### config.mk
export PLATFORM = sky130hd
export DESIGN_NAME = spi_request_arbiter
export DESIGN_NICKNAME = d
export VERILOG_FILES = /design/src/rtl/spi_request_arbiter.sv
export SDC_FILE = /design/constraint.sdc
export NUM_CORES = 1
export LEC_CHECK = 0
export ABC_CLOCK_PERIOD_IN_PS = 3500
export BUFFER_PORTS_ARGS = -buffer_cell sky130_fd_sc_hd__buf_4
export CORE_ASPECT_RATIO = 1.4
export CORE_UTILIZATION = 25
export CTS_BUF_LIST = sky130_fd_sc_hd__clkbuf_16
export CTS_CLUSTER_SIZE = 24
export DETAILED_ROUTE_END_ITERATION = 8
export PLACE_DENSITY = 0.49
export SYNTH_ARGS = -nofsm -noshare
export SYNTH_HDL_FRONTEND = slang
export SYNTH_SLANG_ARGS = --single-unit
export TNS_END_PERCENT = 100
### constraint.sdc
create_clock -name clk_i -period 3.5 [get_ports clk_i]
set_input_delay 0.35 -clock clk_i [delete_from_list [all_inputs] [get_ports clk_i]]
set_output_delay 0.35 -clock clk_i [all_outputs]
set_load 0.01 [all_outputs]
### src/rtl/spi_request_arbiter.sv
// Round-robin arbiter sharing one quick_spi master among NUM_CLIENTS requesters.
// Issue-to-done latency = 2 + master response time; requests wait in req_i while a transaction is owned.
module spi_request_arbiter #(
    parameter int NUM_CLIENTS    = 4,
    parameter int DATA_WIDTH     = 16,
    parameter int NUM_DATA_WIDTH = 4,
    parameter int STARTUP_CYCLES = 16,
    parameter int TIMEOUT_CYCLES = 1024
) (
    input  logic                                  clk_i,
    input  logic                                  rst_i,
    input  logic [NUM_CLIENTS-1:0]                req_i,
    input  logic [NUM_CLIENTS*NUM_DATA_WIDTH-1:0] num_data_i,
    input  logic [NUM_CLIENTS*DATA_WIDTH-1:0]     data_i,
    output logic [NUM_CLIENTS-1:0]                grant_o,
    output logic [NUM_CLIENTS-1:0]                done_o,
    output logic                                  error_o,
    output logic [DATA_WIDTH-1:0]                 rdata_o,
    output logic                                  spi_request_o,
    output logic [NUM_DATA_WIDTH-1:0]             spi_num_data_o,
    output logic [DATA_WIDTH-1:0]                 spi_data_o,
    input  logic [DATA_WIDTH-1:0]                 spi_data_i,
    input  logic                                  spi_data_valid_i
);
    localparam int IDXW = $clog2(NUM_CLIENTS);
    localparam int CMAX = (STARTUP_CYCLES > TIMEOUT_CYCLES) ? STARTUP_CYCLES : TIMEOUT_CYCLES;
    localparam int CW   = $clog2(CMAX + 1);

    typedef enum logic [2:0] {
        ST_STARTUP,
        ST_IDLE,
        ST_ISSUE,
        ST_WAIT_VALID,
        ST_RESPOND
    } state_t;

    state_t                     state_q, state_d;
    logic [CW-1:0]              cnt_q, cnt_d;
    logic [IDXW-1:0]            last_q, last_d;
    logic [IDXW-1:0]            sel_q, sel_d;
    logic [NUM_CLIENTS-1:0]     grant_q, grant_d;
    logic [NUM_CLIENTS-1:0]     done_q, done_d;
    logic                       error_q, error_d;
    logic [DATA_WIDTH-1:0]      rdata_q, rdata_d;
    logic                       req_q, req_d;
    logic [NUM_DATA_WIDTH-1:0]  num_q, num_d;
    logic [DATA_WIDTH-1:0]      sdata_q, sdata_d;

    logic                       win_vld;
    logic [IDXW-1:0]            win_sel;
    logic [NUM_DATA_WIDTH-1:0]  win_num;
    logic [DATA_WIDTH-1:0]      win_data;

    // Two passes give the rotating search: indices above last_winner first, then wrap to 0..last_winner.
    always_comb begin
        win_vld  = 1'b0;
        win_sel  = '0;
        win_num  = '0;
        win_data = '0;
        for (int k = 0; k < NUM_CLIENTS; k++) begin
            if (!win_vld && req_i[k] && (IDXW'(k) > last_q)) begin
                win_vld  = 1'b1;
                win_sel  = IDXW'(k);
                win_num  = num_data_i[k*NUM_DATA_WIDTH +: NUM_DATA_WIDTH];
                win_data = data_i[k*DATA_WIDTH +: DATA_WIDTH];
            end
        end
        for (int k = 0; k < NUM_CLIENTS; k++) begin
            if (!win_vld && req_i[k] && (IDXW'(k) <= last_q)) begin
                win_vld  = 1'b1;
                win_sel  = IDXW'(k);
                win_num  = num_data_i[k*NUM_DATA_WIDTH +: NUM_DATA_WIDTH];
                win_data = data_i[k*DATA_WIDTH +: DATA_WIDTH];
            end
        end
    end

    always_comb begin
        state_d = state_q;
        cnt_d   = cnt_q;
        last_d  = last_q;
        sel_d   = sel_q;
        grant_d = grant_q;
        done_d  = done_q;
        error_d = error_q;
        rdata_d = rdata_q;
        req_d   = 1'b0;
        num_d   = num_q;
        sdata_d = sdata_q;
        case (state_q)
            ST_STARTUP: begin
                if (cnt_q == CW'(STARTUP_CYCLES - 1)) begin
                    cnt_d   = '0;
                    state_d = ST_IDLE;
                end else begin
                    cnt_d = cnt_q + 1'b1;
                end
            end
            ST_IDLE: begin
                if (win_vld) begin
                    sel_d   = win_sel;
                    grant_d = {{(NUM_CLIENTS-1){1'b0}}, 1'b1} << win_sel;
                    num_d   = win_num;
                    sdata_d = win_data;
                    req_d   = 1'b1;
                    cnt_d   = '0;
                    state_d = ST_ISSUE;
                end
            end
            ST_ISSUE: begin
                cnt_d   = cnt_q + 1'b1;
                state_d = ST_WAIT_VALID;
            end
            ST_WAIT_VALID: begin
                // cnt_q counts from the ISSUE cycle, so RESPOND lands TIMEOUT_CYCLES after issue.
                if (spi_data_valid_i) begin
                    rdata_d = spi_data_i;
                    done_d  = grant_q;
                    error_d = 1'b0;
                    state_d = ST_RESPOND;
                end else if (cnt_q == CW'(TIMEOUT_CYCLES - 1)) begin
                    rdata_d = '0;
                    done_d  = grant_q;
                    error_d = 1'b1;
                    state_d = ST_RESPOND;
                end else begin
                    cnt_d = cnt_q + 1'b1;
                end
            end
            ST_RESPOND: begin
                done_d  = '0;
                error_d = 1'b0;
                grant_d = '0;
                last_d  = sel_q;
                cnt_d   = '0;
                state_d = error_q ? ST_STARTUP : ST_IDLE;
            end
            default: begin
                state_d = ST_STARTUP;
                cnt_d   = '0;
            end
        endcase
    end

    always_ff @(posedge clk_i or posedge rst_i) begin
        if (rst_i) begin
            state_q <= ST_STARTUP;
            cnt_q   <= '0;
            last_q  <= IDXW'(NUM_CLIENTS - 1);
            sel_q   <= '0;
            grant_q <= '0;
            done_q  <= '0;
            error_q <= 1'b0;
            rdata_q <= '0;
            req_q   <= 1'b0;
            num_q   <= '0;
            sdata_q <= '0;
        end else begin
            state_q <= state_d;
            cnt_q   <= cnt_d;
            last_q  <= last_d;
            sel_q   <= sel_d;
            grant_q <= grant_d;
            done_q  <= done_d;
            error_q <= error_d;
            rdata_q <= rdata_d;
            req_q   <= req_d;
            num_q   <= num_d;
            sdata_q <= sdata_d;
        end
    end

    assign grant_o        = grant_q;
    assign done_o         = done_q;
    assign error_o        = error_q;
    assign rdata_o        = rdata_q;
    assign spi_request_o  = req_q;
    assign spi_num_data_o = num_q;
    assign spi_data_o     = sdata_q;

endmodule

Word level (Yosys, flattened, before mapping) --
Index checks and enable logic that the tools add are counted.
Operators by class: shifts and indexed selects 1, equality and inequality tests 11, reduce and logical (&&, ||, !) cells 32, magnitude comparators 8, add/sub/neg operators 1, mux-type cells 54
Operators by type and width (number):
- 2-to-1 mux 16 bit | 10
- 2-to-1 mux 11 bit | 4
- 2-to-1 mux 4 bit | 11
- one-hot mux 11 bit (4 select lines) | 1
- one-hot mux 4 bit (2 select lines) | 2
- logical AND 1 bit | 15
- one-hot mux 3 bit (5 select lines) | 1
- 2-to-1 mux 1 bit | 14
- 2-to-1 mux 2 bit | 6
- 2-to-1 mux 3 bit | 4
- adder 11 x 1 -> 11 bit, second input constant | 1
- == test 11 x 10 -> 1 bit, second input constant | 1
- == test 11 x 4 -> 1 bit, second input constant | 1
- != test 2 bit, second input constant | 4
- AND reduction 2 bit | 4
- zero test 1 bit | 7
- == test 3 x 2 -> 1 bit, second input constant | 2
- AND reduction 3 bit | 2
- nonzero test 2 bit | 3
- greater-than comparator 1 x 2 -> 1 bit, first input constant | 2
- greater-than comparator 2 bit, first input constant | 2
- less-or-equal comparator 1 x 2 -> 1 bit, first input constant | 2
- less-or-equal comparator 2 bit, first input constant | 2
- << shifter 1 x 2 -> 4 bit, first input constant | 1
- 5 further kinds | 5
Word-level totals: bits in registers 64, output and inout bits 46, logic and storage cells 118

Depth between registers and ports, before layout --
Gate-level depths: netlist (run 1).
depth in word-level cells 34, gate-level depth with buffers 8, mapped depth without buffers 6

Least setup slack after synthesis (run 1) --
No wires, ideal clock.
path kind register to register, start point reg cnt_q[4], end point reg cnt_q[10], setup time 0.126 ns, arrival 2.016 ns, period minus slack after synthesis 2.142 ns, path buffers 1, path slack 1.358 ns, stages on the path, launching flop included 7, path through dfrtp_1 > or4_1 > or4_1 > o21ba_1 > buf_6 > nor2b_4 > a221o_1
Between the ends: longest elaborated chain between the ends 4
Ends and longest elaborated chain:
- start, declared | RTL line 38 | logic [CW-1:0] cnt_q, cnt_d;
- start signal, assigned | RTL line 160 | cnt_q <= cnt_d;
- adder 11 x 1 -> 11 bit | RTL line 96, 111, 127
- 2-to-1 mux 11 bit | RTL line 121 | end else if (cnt_q == CW'(TIMEOUT_CYCLES - 1)) begin
- 2-to-1 mux 11 bit | RTL line 116 | if (spi_data_valid_i) begin
- one-hot mux 11 bit (4 select lines) | RTL line 90 | case (state_q)
Several ways; a longest one is shown, not always the timed one. The select of a mux whose other input is x is not followed. A chain may end at the register's enable or synchronous reset.

Final worst setup path (run 1) --
start point reg last_q[0], end point reg sdata_q[3], in the netlist spi_data_o[3]
Between the ends: longest elaborated chain between the ends 32
Ends and longest elaborated chain:
- start, declared | RTL line 39 | logic [IDXW-1:0] last_q, last_d;
- start signal, assigned | RTL line 149 | last_q <= IDXW'(NUM_CLIENTS - 1);
- start signal, assigned | RTL line 161 | last_q <= last_d;
- greater-than comparator 1 x 2 -> 1 bit | RTL line 61 | if (!win_vld && req_i[k] && (IDXW'(k) > last_q)) begin
- logical AND 1 bit | RTL line 61
- 2-to-1 mux 1 bit | RTL line 61
- zero test 1 bit | RTL line 61
- logical AND 1 bit (2 in series) | RTL line 61
- 2-to-1 mux 1 bit | RTL line 61
- zero test 1 bit | RTL line 61
- logical AND 1 bit (2 in series) | RTL line 61
- [12 not listed]
- 2-to-1 mux 1 bit | RTL line 69 | if (!win_vld && req_i[k] && (IDXW'(k) <= last_q)) begin
- zero test 1 bit | RTL line 69
- logical AND 1 bit (2 in series) | RTL line 69
- 2-to-1 mux 1 bit | RTL line 69
- zero test 1 bit | RTL line 69
- logical AND 1 bit (2 in series) | RTL line 69
- 2-to-1 mux 1 bit | RTL line 69
- AND reduction 2 bit (no line)
- end signal, assigned | RTL line 169 | sdata_q <= sdata_d;
- end, declared | RTL line 47 | logic [DATA_WIDTH-1:0] sdata_q, sdata_d;
Several ways; a longest one is shown, not always the timed one.

==> summary.txt, run 1 <==
outcome - complete, no violations
Hold Vio Cnt, Final - 0
fraction of registers with async set/reset - 1.000
DR vias/cell - 5.372
CTS Buffer Depth - 2
hold crit path type - input pin to asynchronous set/reset pin
Avg Inst Size Synth - 8.455 µm²
Final Max Slew Viols - 0
Yosys reg bits - 64
Max-Cap Viols - 0
post-place setup slack - 786.6 ps
CTS root buf - clkbuf_16
EDFF count, synth - 0
P&R area growth vs syn - 42.02%
Synth Net Count - 553
CTS tree - done
dpl hpwl - 10.07 mm
YS warnings - 0
commonest non-fill, non-tap cell in the layout - buf_4
register area share after synthesis - 0.4225
Skew-Pair Late Insertion Delay - 330 ps
most frequent cells in the layout - 159 x buf_4, 62 x dfrtp_1, 55 x nand2_1
main flop type after synthesis - dfrtp_1
DRC - 0
initial core utilization - 0.2593
first-pass detailed-route iteration total - 7
Post-CTS Resized - 0
port bufs - 148
1st-iter DRT viols - 285
critical path type - register to register
post-route worst setup slack - 988.7 ps
post-route setup TNS - 0 ps
hold_buf cts - 0
Final setup viols - 0
top cells by area, synth - dfrtp_1 41%, o21ai_0 5.8%, nand2_1 5.4%
global-route wire length before repair - 21.82 mm
core area - 0.01464 mm²
worst-path fanout max - 20
Die Area - 0.01569 mm²
Netlist Area Pre-Place - 0.003796 mm²
Ports - 149
vias - 4190
post-synth cell types - 49
clock skew - 8.398 ps
RD Place Congestion - 0.8537
Max transition margin - 0.2935
drt wl/cell - 17.89 µm
clk sink count - 64
clk slew on worst S/H paths - 60 ps
Arr. time, crit path - 2770 ps
row cnt - 52
Pwr Total - 4039 µW
Power Density - 749.2 mW/mm²
CTS H-tree lvls - 3
share of cells above drive strength 1 - 0.3113
peak supply drop - 0.2561 mV
CTS buffer count - 9
Leak - 0.002476 µW
initial antenna violation count - 0
Yosys top cell by area - dfrtp_1
fin crit share - 0.7175
largest net degree at the start of global routing - 36
Critical Path Start Type - register
Post-CTS Setup Inserts - 0
nets - 690
Die X - 106.1 µm
Synth Instances - 449
unrepaired setup endpoints after global routing - false
Antenna Nets Post-Route - 0
worst slew pin tran - 1052 ps
fin crit period - 2511 ps
GRT Residual Overflow - 0
Synth top area share - 0.4087
Required @ worst endpoint - 3750 ps
Worst Setup End Kind - register
Diodes inserted - 0
vias in the first global route - 4229
Die Span Y - 147.8 µm
Peak Freq - 0.3982 GHz
Post-Route WL - 13.96 mm
gr usage total - 0.1774
==> cell usage after synthesis, types with 5 or more instances <==
| library cell | instances |
|---|---|
| dfrtp_1 | 62 |
| nand2_1 | 55 |
| o21ai_0 | 44 |
| nand3_1 | 40 |
| a21oi_1 | 37 |
| clkbuf_1 | 24 |
| nor2_1 | 24 |
| a22o_1 | 19 |
| a22oi_1 | 16 |
| inv_1 | 12 |
| a211oi_1 | 11 |
| a2111oi_0 | 10 |
| o22ai_1 | 8 |
| a221oi_1 | 7 |
| o211a_1 | 7 |
| o221ai_1 | 7 |
| nand2b_1 | 6 |
| a21o_1 | 5 |
| buf_1 | 5 |
==> state kept, by name (all words and copies together), names as in the netlist <==
| signal | cells |
|---|---|
| spi_request_o | 1 |
| grant_o | 4 |
| rdata_o | 16 |
| last_q | 2 |
| error_o | 1 |
| state_q | 3 |
| cnt_q | 11 |
| done_o | 4 |
| spi_num_data_o | 4 |
| spi_data_o | 16 |
| sel_q | 2 |
==> worst max-delay path, cell delays in order (launching register included) <==
cell	delay [ps]
dfstp_2	600
nand2b_1	120
buf_4	260
a21oi_1	110
buf_4	200
nor3_1	850
a211oi_1	130
o22ai_1	160
==> metrics by stage <==
stage | instance area, µm² | hold slack [ps] | utilization | instances
6_report | 5391 | 166.7 | 0.3683 | 780
5_1_grt | 5391 | 227.6 | 0.3683 | 780
4_1_cts | 5391 | 198.6 | 0.3683 | 780
3_5_place_dp | 5095 | 475.9 | 0.3480 | 764
3_3_place_gp | 5095 | 457.9 | 0.3480 | 764
2_1_floorplan | 3796 | 439.7 | - | 449
==> final timing paths <==
| check | start | slack [ps] | to | cells past startpoint |
|---|---|---|---|---|
| worst max-delay path | last_q[0] | 990 | spi_data_o[3] | 7 |
| worst max register to register | last_q[0] | 990 | spi_data_o[3] | 7 |
| worst min-delay path | rst_i | 170 | spi_data_o[3] | 2 |
| max in group asynchronous | rst_i | 2570 | rdata_o[11] | 3 |
| min in group clk_i | spi_data_i[6] | 240 | rdata_o[6] | 2 |
| worst min register to register | sel_q[0] | 480 | last_q[0] | 2 |
==> metal layers <==
layer,global-route usage,vias to the layer above,share of wire
met5,0,-,0
met4,0.09236,0,0.018
met3,0.03219,17,0.068
met2,0.3016,195,0.51
met1,0.2113,2005,0.41
li1,-,1973,-
==> where the power goes <==
group	switching (µW)	internal [µW]	total, µW
sequential	233	1060	1290
combinational	970	878	1850
clock	349	551	900
==> cells by family after synthesis <==
logic type / Yosys count / share of synthesized area
buffers and inverters: 45 / 0.04812
and+or+nand+nor: 153 / 0.1922
AOI/OAI and AO/OA: 186 / 0.3339
DFF: 64 / 0.4225
adders and majority gates: 1 / 0.003295
==> cell type report <==
| cell class | instances | area (µm²) |
|---|---|---|
| multi-input cells | 340 | 2016 |
| clock buffers | 9 | 225.2 |
| repair buffers | 159 | 1194 |
| clock inverters | 7 | 71.32 |
| flip-flops and latches | 64 | 1604 |
| well taps | 189 | 236.5 |
| fillers | 1515 | 9248 |
| inverters | 12 | 45.04 |
Note: power is estimated with default switching activity, not from simulation.
==> run 2, diff against run 1 <==
--- a/config.mk
+++ b/config.mk
@@ -5,14 +5,14 @@
 export SDC_FILE = /design/constraint.sdc
 export NUM_CORES = 1
 export LEC_CHECK = 0
-export ABC_CLOCK_PERIOD_IN_PS = 3500
+export ABC_CLOCK_PERIOD_IN_PS = 2300
 export BUFFER_PORTS_ARGS = -buffer_cell sky130_fd_sc_hd__buf_4
 export CORE_ASPECT_RATIO = 1.4
 export CORE_UTILIZATION = 25
 export CTS_BUF_LIST = sky130_fd_sc_hd__clkbuf_16
 export CTS_CLUSTER_SIZE = 24
 export DETAILED_ROUTE_END_ITERATION = 8
-export PLACE_DENSITY = 0.49
+export PLACE_DENSITY = 0.5
 export SYNTH_ARGS = -nofsm -noshare
 export SYNTH_HDL_FRONTEND = slang
 export SYNTH_SLANG_ARGS = --single-unit
==> constraint.sdc (replaced) <==
create_clock -name clk_i -period 2.3 [get_ports clk_i]
set_input_delay 0.23 -clock clk_i [delete_from_list [all_inputs] [get_ports clk_i]]
set_output_delay 0.23 -clock clk_i [all_outputs]
set_load 0.01 [all_outputs]
==> summary.txt, run 2 (synthesis gave the netlist of run 1 again) <==
outcome - complete, no violations
reg2reg start - cnt_q[4]
Hold Startpoint - spi_data_i[1]
port bufs - 148 (unchanged)
P&R area growth vs syn - 44.79%
Pwr Total - 6131 µW (+52%)
Max transition margin - 0.4086 (+0.1151)
DR vias/cell - 5.441 (+1.3%)
clk slew on worst S/H paths - 60 ps (about the same)
setup slack, reg-to-reg - 140 ps (-850 ps)
fin crit period - 2158 ps (-353.5 ps)
hold crit path type - input pin to register
hold depth - 2
Antenna Nets Post-Route - 0 (unchanged)
CTS root buf - clkbuf_16
Worst Setup End Kind - register
Seq pwr share - 0.318 (about the same)
vias in the first global route - 4413 (+4.4%)
largest net degree at the start of global routing - 65 (+81%)
CTS buffer count - 9 (unchanged)
drt wl/cell - 17.78 µm (-0.65%)
Required @ worst endpoint - 2510 ps (-1240 ps)
terminus of the critical flop-to-flop path - cnt_q[10]
switch share - 0.3908 (+0.006399)
Arr. time, crit path - 2370 ps (-400 ps)
initial core utilization - 0.2593 (unchanged)
Die Span Y - 147.8 µm (unchanged)
placed cells - 777 (+1.7%)
GRT Residual Overflow - 0 (unchanged)
post-route setup TNS - 0 ps (unchanged)
Power Density - 1115 mW/mm² (+49%)
final instance count without filler cells - 794 (+1.8%)
Clock power frac - 0.208 (-0.015)
gr usage total - 0.1851 (+0.007753)
worst-path fanout max - 7 (-65%)
Peak Freq - 0.4634 GHz (+16%)
fin area - 0.005497 mm² (+1.9%)
Worst R2R Path Depth - 5 (-2)
DRC - 0 (unchanged)
vias - 4320 (+3.1%)
Comb power frac - 0.475 (+0.017)
Skew-Pair Late Insertion Delay - 340 ps (about the same)
peak supply drop - 0.4355 mV (+70%)
P_int - 3735 µW (+50%)
Final Max Slew Viols - 0 (unchanged)
hold_ws - 116.5 ps (-50.19 ps)
commonest non-fill, non-tap cell in the layout - buf_4
1st-iter DRT viols - 269 (-5.6%)
nets - 704 (+2.0%)
Max-Cap Viols - 0 (unchanged)
switching power - 2396 µW (+54%)
share of cells above drive strength 1 - 0.3289 (+0.01759)
CTS Buffer Depth - 2 (unchanged)
Final setup viols - 0 (unchanged)
Diodes inserted - 0 (unchanged)
Ports - 149 (unchanged)
global-route wire length before repair - 22.92 mm (+5.1%)
Die Area - 0.01569 mm² (unchanged)
dpl hpwl - 10.13 mm (+0.66%)
initial antenna violation count - 0 (unchanged)
CTS tree - done
CTS H-tree lvls - 3 (unchanged)
clock skew - 9.123 ps (+0.7255 ps)
Leak - 0.002534 µW (+2.3%)
Post-CTS Setup Inserts - 0 (unchanged)
Hold EP - rdata_o[1]
unrepaired setup endpoints after global routing - false
Critical Path Start Type - register
Post-Route WL - 14.12 mm (+1.1%)
core area - 0.01464 mm² (unchanged)
critical path type - register to register
most frequent cells in the layout - 171 x buf_4, 62 x dfrtp_1, 55 x nand2_1
placed cell area - 0.005205 mm² (+2.2%)
fin crit share - 0.9382 (+0.2207)
clk sink count - 64 (unchanged)
worst slew pin tran - 883.9 ps (-167.8 ps)
Die X - 106.1 µm (unchanged)
first-pass detailed-route iteration total - 5 (-2)
RD Place Congestion - 0.8696 (+1.9%)
row cnt - 52 (unchanged)
Hold Vio Cnt, Final - 0 (unchanged)
run 2: worst max-delay path by stage:
stage,from,cells past startpoint,slack (ps),end
detailed placement,cnt_q[4],5,120,cnt_q[10]
global placement,cnt_q[7],5,160,cnt_q[10]
finish,cnt_q[4],5,140,cnt_q[10]
global route,cnt_q[0],6,10,cnt_q[10]
floorplan,cnt_q[4],6,160,cnt_q[10]
CTS,cnt_q[0],6,130,cnt_q[10]
run 2: critical path: stages, from the launching register on:
cell	delay [ps]
dfrtp_1	380
or4_1	500
or4_1	430
o21ba_1	270
nor2b_4	180
a221o_1	280
run 2: power groups by stage:
stage                     logic (µW)  clock network [µW]  registers, µW
after floorplan                 1530                   0           2050
after global placement          2890                   0           1960
after detailed placement        2910                   0           1960
after CTS                       2930                1310           1950
after global routing            3210                1370           2010
final                           2910                1270           1950
run 2: layout make-up:
cell class	instances	area (µm²)
Inverter	12	45.04
Sequential cell	64	1604
Fill cell	1511	9143
Clock inverter	7	48.80
Tap cell	189	236.5
Clock buffer	9	225.2
Multi-Input combinational cell	340	2023
Timing Repair Buffer	173	1314
run 2: metrics by stage:
stage,worst slack [ps],util
2_1_floorplan,158.3,-
3_3_place_gp,158.3,0.3556
3_5_place_dp,116.0,0.3556
4_1_cts,127.5,0.3750
5_1_grt,13.16,0.3755
6_report,142.1,0.3755
run 2: timing repair:
item                                    in CTS  in global routing
hold buffers                                 1                  0
endpoints found under the setup margin       0                  3
hold endpoints to repair                    37                  0
gates resized for setup                      0                  2
run 2: per-layer routing:
metal / track usage / vias to the layer above / wire length [µm]
li1: - / 2005 / -
met1: 0.2285 / 2053 / 5670
met2: 0.3068 / 237 / 6989
met3: 0.04541 / 25 / 1221
met4: 0.07500 / 0 / 234
met5: 0 / - / 0
==> run 3, diff against run 2 <==
==> constraint.sdc (replaced) <==
create_clock -name clk_i -period 2.3 [get_ports clk_i]
set_input_delay 0.46 -clock clk_i [delete_from_list [all_inputs] [get_ports clk_i]]
set_output_delay 0.46 -clock clk_i [all_outputs]
set_load 0.01 [all_outputs]
==> summary.txt, run 3 (synthesis gave the netlist of run 1 again) <==
CTS Buffer Depth - 2 (unchanged)
Leak - 0.002545 µW (+0.46%)
row cnt - 52 (unchanged)
GRT Residual Overflow - 0 (unchanged)
fin crit period - 2222 ps (+64.56 ps)
1st-iter DRT viols - 196 (-27%)
Diodes inserted - 0 (unchanged)
port bufs - 148 (unchanged)
Post-CTS Setup Inserts - 0 (unchanged)
Antenna Nets Post-Route - 0 (unchanged)
Die X - 106.1 µm (unchanged)
Required @ worst endpoint - 2510 ps (about the same)
Final setup viols - 0 (unchanged)
vias - 4226 (-2.2%)
Power Density - 1113 mW/mm² (-0.23%)
Worst Setup End Kind - register
Max transition margin - 0.5054 (+0.09679)
Final Max Slew Viols - 0 (unchanged)
initial antenna violation count - 0 (unchanged)
vias in the first global route - 4432 (+0.43%)
commonest non-fill, non-tap cell in the layout - buf_4
RD Place Congestion - 0.8636 (-0.69%)
Ports - 149 (unchanged)
dpl hpwl - 10.43 mm (+2.9%)
Max-Cap Viols - 0 (unchanged)
clk sink count - 64 (unchanged)
DRC - 0 (unchanged)
most frequent cells in the layout - 169 x buf_4, 62 x dfrtp_1, 55 x nand2_1
clk slew on worst S/H paths - 60 ps (about the same)
share of cells above drive strength 1 - 0.3339 (+0.004959)
Hold Vio Cnt, Final - 0 (unchanged)
global-route wire length before repair - 23.05 mm (+0.57%)
P&R area growth vs syn - 45.78%
worst slew pin tran - 737.9 ps (-145.9 ps)
Worst R2R Path Depth - 6 (+1)
nets - 704 (unchanged)
Arr. time, crit path - 2430 ps (+60 ps)
unrepaired setup endpoints after global routing - true
Post-CTS Resized - 2 (+2)
first-pass detailed-route iteration total - 5 (unchanged)
Die Area - 0.01569 mm² (unchanged)
peak supply drop - 0.4418 mV (+1.4%)
Critical Path Start Type - register
Peak Freq - 0.4500 GHz (-2.9%)
fin crit share - 0.9663 (+0.02807)
CTS H-tree lvls - 3 (unchanged)
post-route setup TNS - 0 ps (unchanged)
critical path type - register to register
outcome - complete, no violations
hold_buf cts - 0 (-1)
CTS root buf - clkbuf_16
CTS tree - done
DR vias/cell - 5.322 (-2.2%)
Post-Route WL - 14.40 mm (+2.0%)
Die Span Y - 147.8 µm (unchanged)
largest net degree at the start of global routing - 39 (-40%)
hold_ws - 162.6 ps (+46.12 ps)
drt wl/cell - 18.14 µm (+2.0%)
initial core utilization - 0.2593 (unchanged)
hold crit path type - input pin to asynchronous set/reset pin
gr usage total - 0.1870 (+0.001887)
Skew-Pair Late Insertion Delay - 330 ps (about the same)
Pwr Total - 6159 µW (+0.45%)
core area - 0.01464 mm² (unchanged)
CTS buffer count - 9 (unchanged)
clock skew - 8.180 ps (-0.9435 ps)
worst-path fanout max - 9 (+2)
[run 3: layout make-up]
type                            count  area (µm²)
Sequential cell                    64        1604
Multi-Input combinational cell    340        2026
Clock inverter                      7       48.80
Fill cell                        1524        9105
Timing Repair Buffer              173        1349
Tap cell                          189       236.5
Inverter                           12       45.04
Clock buffer                        9       225.2
[run 3: worst paths after layout]
check                              start            end  slack (ps)
hold / removal                     rst_i  spi_request_o         160
min in group clk_i         spi_data_i[1]     rdata_o[1]         350
setup reg to reg                cnt_q[0]      cnt_q[10]          80
hold reg to reg                 sel_q[0]      last_q[0]         480
setup / recovery                cnt_q[0]      cnt_q[10]          80
max in group asynchronous          rst_i      last_q[0]        1820
[run 3: metrics by stage]
stage	util	setup WS, ps	area, µm²	std cells
2_1_floorplan	-	158.3	3796	449
3_3_place_gp	0.3586	47.83	5250	778
3_5_place_dp	0.3586	-4.868	5250	778
4_1_cts	0.3777	17.62	5529	794
5_1_grt	0.3780	-34.56	5534	794
6_report	0.3780	77.56	5534	794
[run 3: power breakdown]
part / internal (µW) / switching, µW / leakage (µW)
registers: 1610 / 340 / 0.000800
logic: 1410 / 1520 / 0.00162
clock network: 727 / 548 / 0.000125
total: 3750 / 2410 / 0.00255
[run 3: critical path, cell delays in order (launching register included)]
cell	delay, ps
dfrtp_1	390
ha_2	240
nand4b_1	180
or4_1	540
o21ba_2	300
nor2b_4	170
a221o_1	290
[run 3: layer usage]
layer / GRT usage / routed length [µm] / vias to the layer above
met3: 0.04189 / 1032 / 20
met1: 0.2218 / 5930 / 2004
met5: 0 / 0 / -
li1: - / - / 2001
met4: 0.06806 / 272 / 0
met2: 0.3273 / 7166 / 201
